[src/rtl/tick_pwm.sv]
// tick_pwm: tick-advanced PWM with a shadowed duty applied at period wrap; optional period_start via TICK_PWM_PERIOD_PULSE_EN.
module tick_pwm #(
  parameter int PERIOD = 10,
  parameter int WIDTH = 8
) (
  input  logic             clk,
  input  logic             rst,
  input  logic             tick,
  input  logic [WIDTH-1:0] duty,
  input  logic             duty_valid,
  output logic             duty_ready,
  output logic             pwm_out
`ifdef TICK_PWM_PERIOD_PULSE_EN
  ,
  output logic             period_start
`endif
);
  localparam logic [WIDTH:0] period_w = (WIDTH+1)'(PERIOD);
  localparam logic [WIDTH-1:0] last = WIDTH'(PERIOD - 1);
  logic [WIDTH-1:0] phase, duty_active, duty_shadow, duty_sat, next_active;
  logic pending, wrap, transfer, next_pwm;
  assign duty_ready = !pending;
  always_comb begin
    wrap = tick && (phase == last);
    transfer = duty_valid && !pending;
    duty_sat = ({1'b0, duty} > period_w) ? period_w[WIDTH-1:0] : duty;
    next_active = (wrap && pending) ? duty_shadow : duty_active;
    next_pwm = wrap ? (next_active != '0) : (({1'b0, phase} + (WIDTH+1)'(1)) < {1'b0, duty_active});
  end
  always_ff @(posedge clk) begin
    if (rst) begin
      phase <= '0;
      duty_active <= '0;
      duty_shadow <= '0;
      pending <= 1'b0;
      pwm_out <= 1'b0;
    end else begin
      if (tick) begin
        phase <= wrap ? '0 : phase + WIDTH'(1);
        pwm_out <= next_pwm;
      end
      duty_active <= next_active;
      if (transfer) begin
        duty_shadow <= duty_sat;
        pending <= 1'b1;
      end else if (wrap && pending) begin
        pending <= 1'b0;
      end
    end
  end
`ifdef TICK_PWM_PERIOD_PULSE_EN
  always_ff @(posedge clk) period_start <= rst ? 1'b0 : wrap;
`endif
endmodule

[config.mk]
export PLATFORM = sky130hd
export DESIGN_NAME = tick_pwm
export DESIGN_NICKNAME = d
export VERILOG_FILES = /design/src/rtl/tick_pwm.sv
export SDC_FILE = /design/constraint.sdc
export NUM_CORES = 1
export LEC_CHECK = 0
export ABC_AREA = 1
export BUFFER_PORTS_ARGS = -buffer_cell sky130_fd_sc_hd__buf_4
export CORE_ASPECT_RATIO = 0.7
export CORE_UTILIZATION = 30
export CTS_CLUSTER_SIZE = 24
export DETAILED_ROUTE_END_ITERATION = 10
export PLACE_DENSITY = 0.52
export SYNTH_ARGS = -nofsm -noshare
export SYNTH_HDL_FRONTEND = slang
export SYNTH_SLANG_ARGS = --single-unit
[constraint.sdc]
create_clock -name clk -period 2.5 [get_ports clk]
set_input_delay 0.25 -clock clk [delete_from_list [all_inputs] [get_ports clk]]
set_output_delay 0.25 -clock clk [all_outputs]
set_load 0.01 [all_outputs]
[Word level (Yosys, flattened, before mapping)]
Index checks and enable logic that the tools add are counted.
Word-level totals
  bits in registers: 26
  latch bits: 0
  RAM bits: 0
  memory bits (read-only): 0
  logic and storage cells: 22
  memories: 0
Operators by class
  $add $sub $neg: 2
  multiply operators: 0
  divide/modulo/power cells: 0
  order comparisons: 2
  eq/ne operators: 1
  shifts and indexed selects: 0
  mux-type cells: 6
  bitwise operators: 0
  reduce and logical (&&, ||, !) cells: 6
Operators by type and width (number)
  $mux 8: 3
  $add 8x1->9 const B: 1
  $lt 9x8->1: 1
  $add 8x1->8 const B: 1
  $eq 8x4->1 const B: 1
  $gt 8x4->1 const B: 1
  $reduce_bool 8->1: 1
  $logic_and 1x1->1: 3
  $mux 1: 3
  $reduce_bool 2->1: 1
  $logic_not 1->1: 1

[Logic depth before layout (Yosys ltp)]
Gate-level depths: netlist of the first run.
  word-level depth: 6
  gate-level depth with buffers: 16
  depth with buffers taken out: 16

[Worst setup path before layout of the first run]
OpenSTA, ideal clock, no wires.
  path type: reg2reg
  from: reg phase[0]
  to: reg pwm_out
  library setup time: 0.066 ns
  arrival: 1.914 ns
  data required time: 2.434 ns
  path slack: 0.520 ns
  stages on the path, launching flop included: 15
  path buffers: 0
  period minus slack after synthesis: 1.980 ns
  cells stage by stage: dfxtp_1 -> ha_1 -> nand2_1 -> nor2_2 -> xor2_1 -> inv_1 -> ha_1 -> a21o_1 -> nor2_1 -> nor2_1 -> nor2_1 -> nand3_1 -> nand2_1 -> inv_1 -> a21oi_2
Between the ends
  word-level cells in the longest chain between the ends: 6
Ends and longest elaborated chain
  start: declaration: line 20  | logic [WIDTH-1:0] phase, duty_active, duty_shadow, duty_sat, next_active;
  start signal: assignment: line 39  | phase <= wrap ? '0 : phase + WIDTH'(1);
  branches (longest 5 deep; another with $add 8x1->9)
  $mux 1 (*): line 28  | next_pwm = wrap ? (next_active != '0) : (({1'b0, phase} + (WIDTH+1)'(1)) < {1'b0, duty_active});
  end signal: assignment: line 40  | pwm_out <= next_pwm;
  end: declaration: line 12  | output logic pwm_out
Mark *: on every way between the ends.
A chain may end at the register's enable or synchronous reset.

[Worst setup path after layout of the first run]
Ends and elaborated chain as after synthesis.

==> results of run 1 <==
[layout make-up]
class	instances	area share [%]
multi-input combinational	151	46.2
sequential	26	31.1
inverter	42	9.48
timing repair buffer	13	5.83
tap	66	4.93
clock buffer	3	2.46
[registers in the layout, indices dropped and copies added, names as in the netlist]
register,flops
pwm_out,1
duty_active,8
phase,8
pending,1
duty_shadow,8
[cell usage in the layout, fill, tap and decap left out]
master / n
nand4_1: 2
inv_2: 1
nand3b_1: 2
buf_4: 13
nor2_2: 2
dfxtp_1: 26
ha_1: 9
a21oi_2: 1
nand3_1: 11
xor2_1: 4
nand2_2: 2
nand2_1: 60
clkbuf_8: 3
o211ai_1: 2
o31ai_1: 1
o21ai_0: 5
a211oi_1: 1
nor4_1: 1
a21o_1: 1
nor2_1: 24
nor3_1: 6
a21oi_1: 14
nor2_4: 1
inv_1: 40
clkinv_2: 1
o21ai_1: 1
nand3_2: 1
[layer usage]
metal  GRT usage [%]  wire length, um  up-vias
met5               0                0        -
met4            2.14                9        0
met3            3.27               71        2
met2            20.2             1270        9
met1            21.7             1910      574
li1                -                -      718
[power breakdown]
part / total, W / switching, W / leakage (nW) / internal (W)
registers: 0.000434 / 0.0000104 / 0.211 / 0.000424
logic: 0.0000850 / 0.0000487 / 0.575 / 0.0000363
clock network: 0.000241 / 0.000133 / 0.0216 / 0.000108
total: 0.000760 / 0.000192 / 0.807 / 0.000568
[worst min-delay path, delay by kind of cell]
family / cells / cell delay, ns
buf+inv: 2 / 0.13
compound gates: 1 / 0.07
[worst paths after layout]
kind              slack, ns             end  cells after the start      startpoint
hold reg to reg        0.45  duty_shadow[6]                      2  duty_shadow[6]
hold / removal         0.20  duty_shadow[1]                      3         duty[1]
setup reg to reg       0.31         pwm_out                     14        phase[0]
setup / recovery       0.31         pwm_out                     14        phase[0]
[logic make-up (layout without fill, tap and decap cells)]
group / Yosys count / after routing
adder cells (fa/ha/maj): 9 / 9
AO/OA/AOI/OAI: 26 / 26
XOR/XNOR: 4 / 4
AND/OR/NAND/NOR: 112 / 112
flip-flops: 26 / 26
buffers and inverters: 46 / 58
[metrics by stage]
stage / power [W] / hold WS (ns) / util, % / area (um^2) / cells
4_1_cts: 0.000771 / 0.192 / 37.0 / 1680 / 301
3_3_place_gp: 0.000529 / 0.436 / 36.1 / 1630 / 298
5_1_grt: 0.000797 / 0.195 / 37.0 / 1680 / 301
2_1_floorplan: 0.000497 / 0.367 / - / 1480 / 223
3_5_place_dp: 0.000529 / 0.441 / 36.1 / 1630 / 298
6_report: 0.000760 / 0.200 / 37.0 / 1680 / 301
[synthesized netlist by cell type]
library cell / instances / area (um^2)
nor2_4: 1 / 11.3
nor4_1: 1 / 6.26
nand3_2: 1 / 10.0
buf_2: 1 / 5.00
clkinv_2: 1 / 5.00
inv_1: 40 / 150
buf_6: 1 / 11.3
nand2_2: 2 / 12.5
a21oi_1: 14 / 70.1
xor2_1: 4 / 35.0
nor3_1: 6 / 30.0
a211oi_1: 1 / 7.51
nand3_1: 11 / 55.1
inv_2: 1 / 3.75
clkbuf_1: 2 / 7.51
nand3b_1: 2 / 15.0
nor2_2: 2 / 12.5
o211ai_1: 2 / 15.0
dfxtp_1: 26 / 521
nor2_1: 24 / 90.1
o31ai_1: 1 / 7.51
a21oi_2: 1 / 8.76
nand2_1: 60 / 225
a21o_1: 1 / 7.51
o21ai_1: 1 / 5.00
o21ai_0: 5 / 25.0
nand4_1: 2 / 12.5
ha_1: 9 / 113
==> results.md, run 1 <==
- Area of the multi-input gates: 774 um^2
- Max Cap Viol: 0
- Final Hold Viols: 0
- #FFs+latches synth: 26
- Clock skew: about 0.0056 ns
- Routed wire per std cell: ~11 um
- CP max stage delay: ~0.43 ns
- Clock Path Buffers: 2
- Largest family of logic cells by synthesized area: simple AND/OR/NAND/NOR gates
- Buf/Inv on CP: 2
- Adder-Cell Fraction of Synth Area: 7.62%
- DP Wirelength: 2530 um
- # rows: 20
- Antenna cell count: 0
- Cell family with most CP delay: simple AND/OR/NAND/NOR gates
- CTS clk-pin slew, worst paths: roughly 0.090 ns
- RSZ-0062 raised after global routing: no
- Port bufs: 13
- I/O pins: 14
- Postcts setup bufs: 0
- Largest net degree at the start of global routing: 23
- Pwr per Cell Area: 454 mW/mm^2
- Routed vias/inst: between 4 and 5
- Vias in the first global route: between 1000 and 1500
- Post-synthesis cell type count: 28
- Worst Setup End Kind: flop
- Outcome: finished clean
- Seq/Total Area, Yosys: a little over a third
- Die Outline Area: approximately 0.0052 mm^2
- Relative slew slack: between 70% and 80%
- P_leak: around 0.8 nW
- Cell repeated most along the worst path: nor2_1
- Netlist Area Pre-Place: 0.00148 mm^2
- Sink Count: 26
- Final setup violation count: 0
- CP cell instances: ha_1 -> nand2_1 -> nor2_2 -> xor2_1 -> inv_1 -> ha_1 -> a21o_1 -> nor2_1 -> nor2_1 -> nor2_1 -> nand3_1 -> nand2_1 -> inv_1 -> a21oi_2
- # fillers: 498
- HP Class: in2reg
- Final WL: around 3300 um
- DRC viols: 0
- TritonCTS Buffers: 3
- Peak supply drop: 0.260 mV
- Net Count, Synth: 244
- Post-CTS resize count: 0
- # nets final: 258
- Syn Inst Count: 223
- Critical Path AT: ~2.4 ns
- Antenna Violating Nets Remaining: 0
- Initial DRC Count: 77
- Grt total ovfl: 0
- Setup slack after layout: approximately 0.31 ns
- Initial antenna violation count: 0
- Max Slew Vio Count: 0
- Post-synthesis simple-gate area fraction: 32.5%
- Clock H-tree levels: 1
- First-pass GRT wire length: ~5600 um
- Required @ worst endpoint: approximately 2.7 ns
- Post-CTS Hold Buffers: 0
- Max Fclk: 457 MHz
- Setup TNS Final: 0 ns
- Std-Cell Core Area: ~0.0045 mm^2
- Tightest Pin Transition: between 0.4 and 0.5 ns
- Post-synthesis mux area share: 0%
- Skew-Pair Late Insertion Delay: 0.27 ns
- TritonCTS clock tree: done
- Die extent in x: approximately 86 um
- Register area: between 500 and 600 um^2
- YS warnings: 0
- WS Path Type: reg2reg
- GPL Wtd Cong: between 0.8 and 0.9
- Layout cells sized above 1: a little over a tenth
- XOR/XNOR Fraction of Synth Area: 2.37%
- Dpl ws: roughly 0.33 ns
- Final period util: between 80% and 90%
- GRT Total Usage: between 10% and 20%
- CP max stage cell: dfxtp_1
- Via Count: between 1000 and 1500
- Starting density of the core: between 30 and 40%
- CP startpoint kind: flop
- First-pass DRT Iterations: 4
- Chip height: 60.7 um
- Layout area overhead: 13.4%
- Final Critical Period: between 2 and 2.5 ns
- Complex-gate fraction of the synthesized area: under 10%
- Clk root buf: clkbuf_8
- Crit Path Max Fanout: 6
- Syn Area/Cell: 6.63 um^2
Note: power is estimated with default switching activity, not from simulation.
==> inputs of run 2 (changes only) <==
--- a/config.mk
+++ b/config.mk
@@ -12,6 +12,7 @@
 export CTS_CLUSTER_SIZE = 24
 export DETAILED_ROUTE_END_ITERATION = 10
 export PLACE_DENSITY = 0.52
+export REMOVE_ABC_BUFFERS = 1
 export SYNTH_ARGS = -nofsm -noshare
 export SYNTH_HDL_FRONTEND = slang
 export SYNTH_SLANG_ARGS = --single-unit
==> results.md, run 2 (same netlist as run 1, synthesis figures left out) <==
- Outcome: finished clean
- Max Cap Viol: 0 (unchanged)
- Die extent in x: 85.9 um (unchanged)
- Initial antenna violation count: 0 (unchanged)
- Final core occ: 37.2% (+0.17 points)
- First-pass DRT Iterations: 4 (unchanged)
- GRT Total Usage: 13.8% (-0.29 points)
- Commonest cells after routing, fill and taps aside: nand2_1 (60), inv_1 (40), dfxtp_1 (26), nor2_1 (24)
- Setup TNS Final: 0 ns (unchanged)
- CP cell instances: ha_1 -> nand2_1 -> nor2_2 -> xor2_1 -> inv_1 -> ha_1 -> a21o_1 -> nor2_1 -> nor2_1 -> nor2_1 -> nand3_1 -> nand2_1 -> inv_1 -> a21oi_2
- Final setup violation count: 0 (unchanged)
- Postcts setup bufs: 0 (unchanged)
- Setup slack after layout: 0.253 ns (-0.0578 ns)
- Critical Path AT: 2.45 ns (+0.05 ns)
- Routed vias/inst: 4.29 (-0.79%)
- Clk root buf: clkbuf_8
- Starting density of the core: 32.6% (unchanged)
- # nets final: 259 (+0.39%)
- Initial DRC Count: 96 (+25%)
- TritonCTS Buffers: 3 (unchanged)
- CP startpoint kind: flop
- Routed wire per std cell: 10.7 um (-1.7%)
- Final period util: 89.9% (+2.3 points)
- P_leak: 0.813 nW (+0.68%)
- Grt total ovfl: 0 (unchanged)
- CTS clk-pin slew, worst paths: 0.08 ns (about the same)
- Peak supply drop: 0.210 mV (-19%)
- Port bufs: 13 (unchanged)
- WS Path Type: reg2reg
- Tightest Pin Transition: 0.418 ns (+0.00704 ns)
- DRC viols: 0 (unchanged)
- Max Slew Vio Count: 0 (unchanged)
- Commonest non-fill, non-tap cell in the layout: nand2_1
- Comb pwr share: 11.4% (+0.2 points)
- Buf/Inv on CP: 2 (unchanged)
- Sw Ratio: 24.6% (-0.68 points)
- Std-Cell Core Area: 0.00453 mm^2 (unchanged)
- Design area: 0.00168 mm^2 (+0.45%)
- Antenna cell count: 0 (unchanged)
- Sequential Power Share: 57.6% (+0.5 points)
- Pwr per Cell Area: 447 mW/mm^2 (-1.4%)
- Clock Path Buffers: 2 (unchanged)
- Required @ worst endpoint: 2.71 ns (about the same)
- Layout area overhead: 13.9%
- TritonCTS clock tree: done
- DP Wirelength: 2510 um (-0.83%)
- CP max stage delay: 0.43 ns (about the same)
- Final Hold Viols: 0 (unchanged)
- Via Count: 1297 (-0.46%)
- Layout cells sized above 1: 11.0% (+0.38 points)
- I/O pins: 14 (unchanged)
- Post-CTS Hold Buffers: 0 (unchanged)
- P_int: 0.000568 W (about the same)
- Biggest regs: duty_active x8, duty_shadow x8, phase x8
- Crit Path Max Fanout: 6 (unchanged)
- First-pass GRT wire length: 5530 um (-1.0%)
- Post-route insts no fill: 302 (+0.33%)
- # rows: 20 (unchanged)
- Sink Count: 26 (unchanged)
- Final WL: 3220 um (-1.4%)
- Cell repeated most along the worst path: nor2_1
- Chip height: 60.7 um (unchanged)
- Clock skew: 0.00314 ns (-0.00242 ns)
- Share of power burned in the clock network: 31.0% (-0.7 points)
- Post-CTS resize count: 0 (unchanged)
- Largest net degree at the start of global routing: 23 (unchanged)
- Dpl ws: 0.302 ns (-0.0294 ns)
- Antenna Violating Nets Remaining: 0 (unchanged)
- Area after DPL: 0.00164 mm^2 (+0.46%)
- Sw Pwr: 0.000185 W (-3.6%)
- Dpl cells: 299 (+0.34%)
- Cell family with most CP delay: simple AND/OR/NAND/NOR gates
- CP max stage cell: dfxtp_1
- Final Critical Period: 2.25 ns (+0.0578 ns)
- Skew-Pair Late Insertion Delay: 0.27 ns (about the same)
- Worst Setup End Kind: flop
- Clock H-tree levels: 1 (unchanged)
- Max Fclk: 445 MHz (-2.6%)
- HP Class: in2reg
- Relative slew slack: 72.1% (-0.47 points)
- Vias in the first global route: 1172 (+0.43%)
- Die Outline Area: 0.00521 mm^2 (unchanged)
- GPL Wtd Cong: 0.854 (+4.9%)
- RSZ-0062 raised after global routing: no
[run 2: changes by cell type in the layout (fill, tap and decap cells not counted)]
| cell | previous run | this run |
|---|---|---|
| buf_4 | 13 | 14 |
[run 2: path summary, 6_finish.rpt]
check / start / end / slack, ns / cells past startpoint
setup reg to reg: phase[0] / pwm_out / 0.25 / 14
setup / recovery: phase[0] / pwm_out / 0.25 / 14
hold reg to reg: duty_shadow[4] / duty_shadow[4] / 0.45 / 2
hold / removal: duty[1] / duty_shadow[1] / 0.19 / 3
[run 2: metal layers]
layer,track usage (%),wire length (um)
met5,0,0
met4,2.86,14
met3,3.27,117
met2,20.0,1220
met1,20.8,1870
[run 2: tightest hold or removal path: stages]
cell and delay (ns):
buf_4 0.08, o31ai_1 0.06, inv_1 0.04
[run 2: area by class of cell]
type	instances	area, um^2
timing repair buffer	14	105
clock buffer	3	41.3
inverter	42	159
sequential	26	520
fill	496	2850
tap	66	82.6
multi-input combinational	151	774
[run 2: through the flow]
stage	hold slack, ns	power, W
2_1_floorplan	0.319	0.000489
3_3_place_gp	0.439	0.000529
3_5_place_dp	0.437	0.000529
4_1_cts	0.185	0.000765
5_1_grt	0.202	0.000791
6_report	0.192	0.000753
[run 2: power groups by stage]
stage / clock network (W) / logic, W / registers, W
floorplan: 0 / 0.0000475 / 0.000442
global placement: 0 / 0.0000858 / 0.000444
detailed placement: 0 / 0.0000857 / 0.000443
CTS: 0.000246 / 0.0000860 / 0.000434
global route: 0.000258 / 0.0000973 / 0.000436
finish: 0.000233 / 0.0000861 / 0.000434
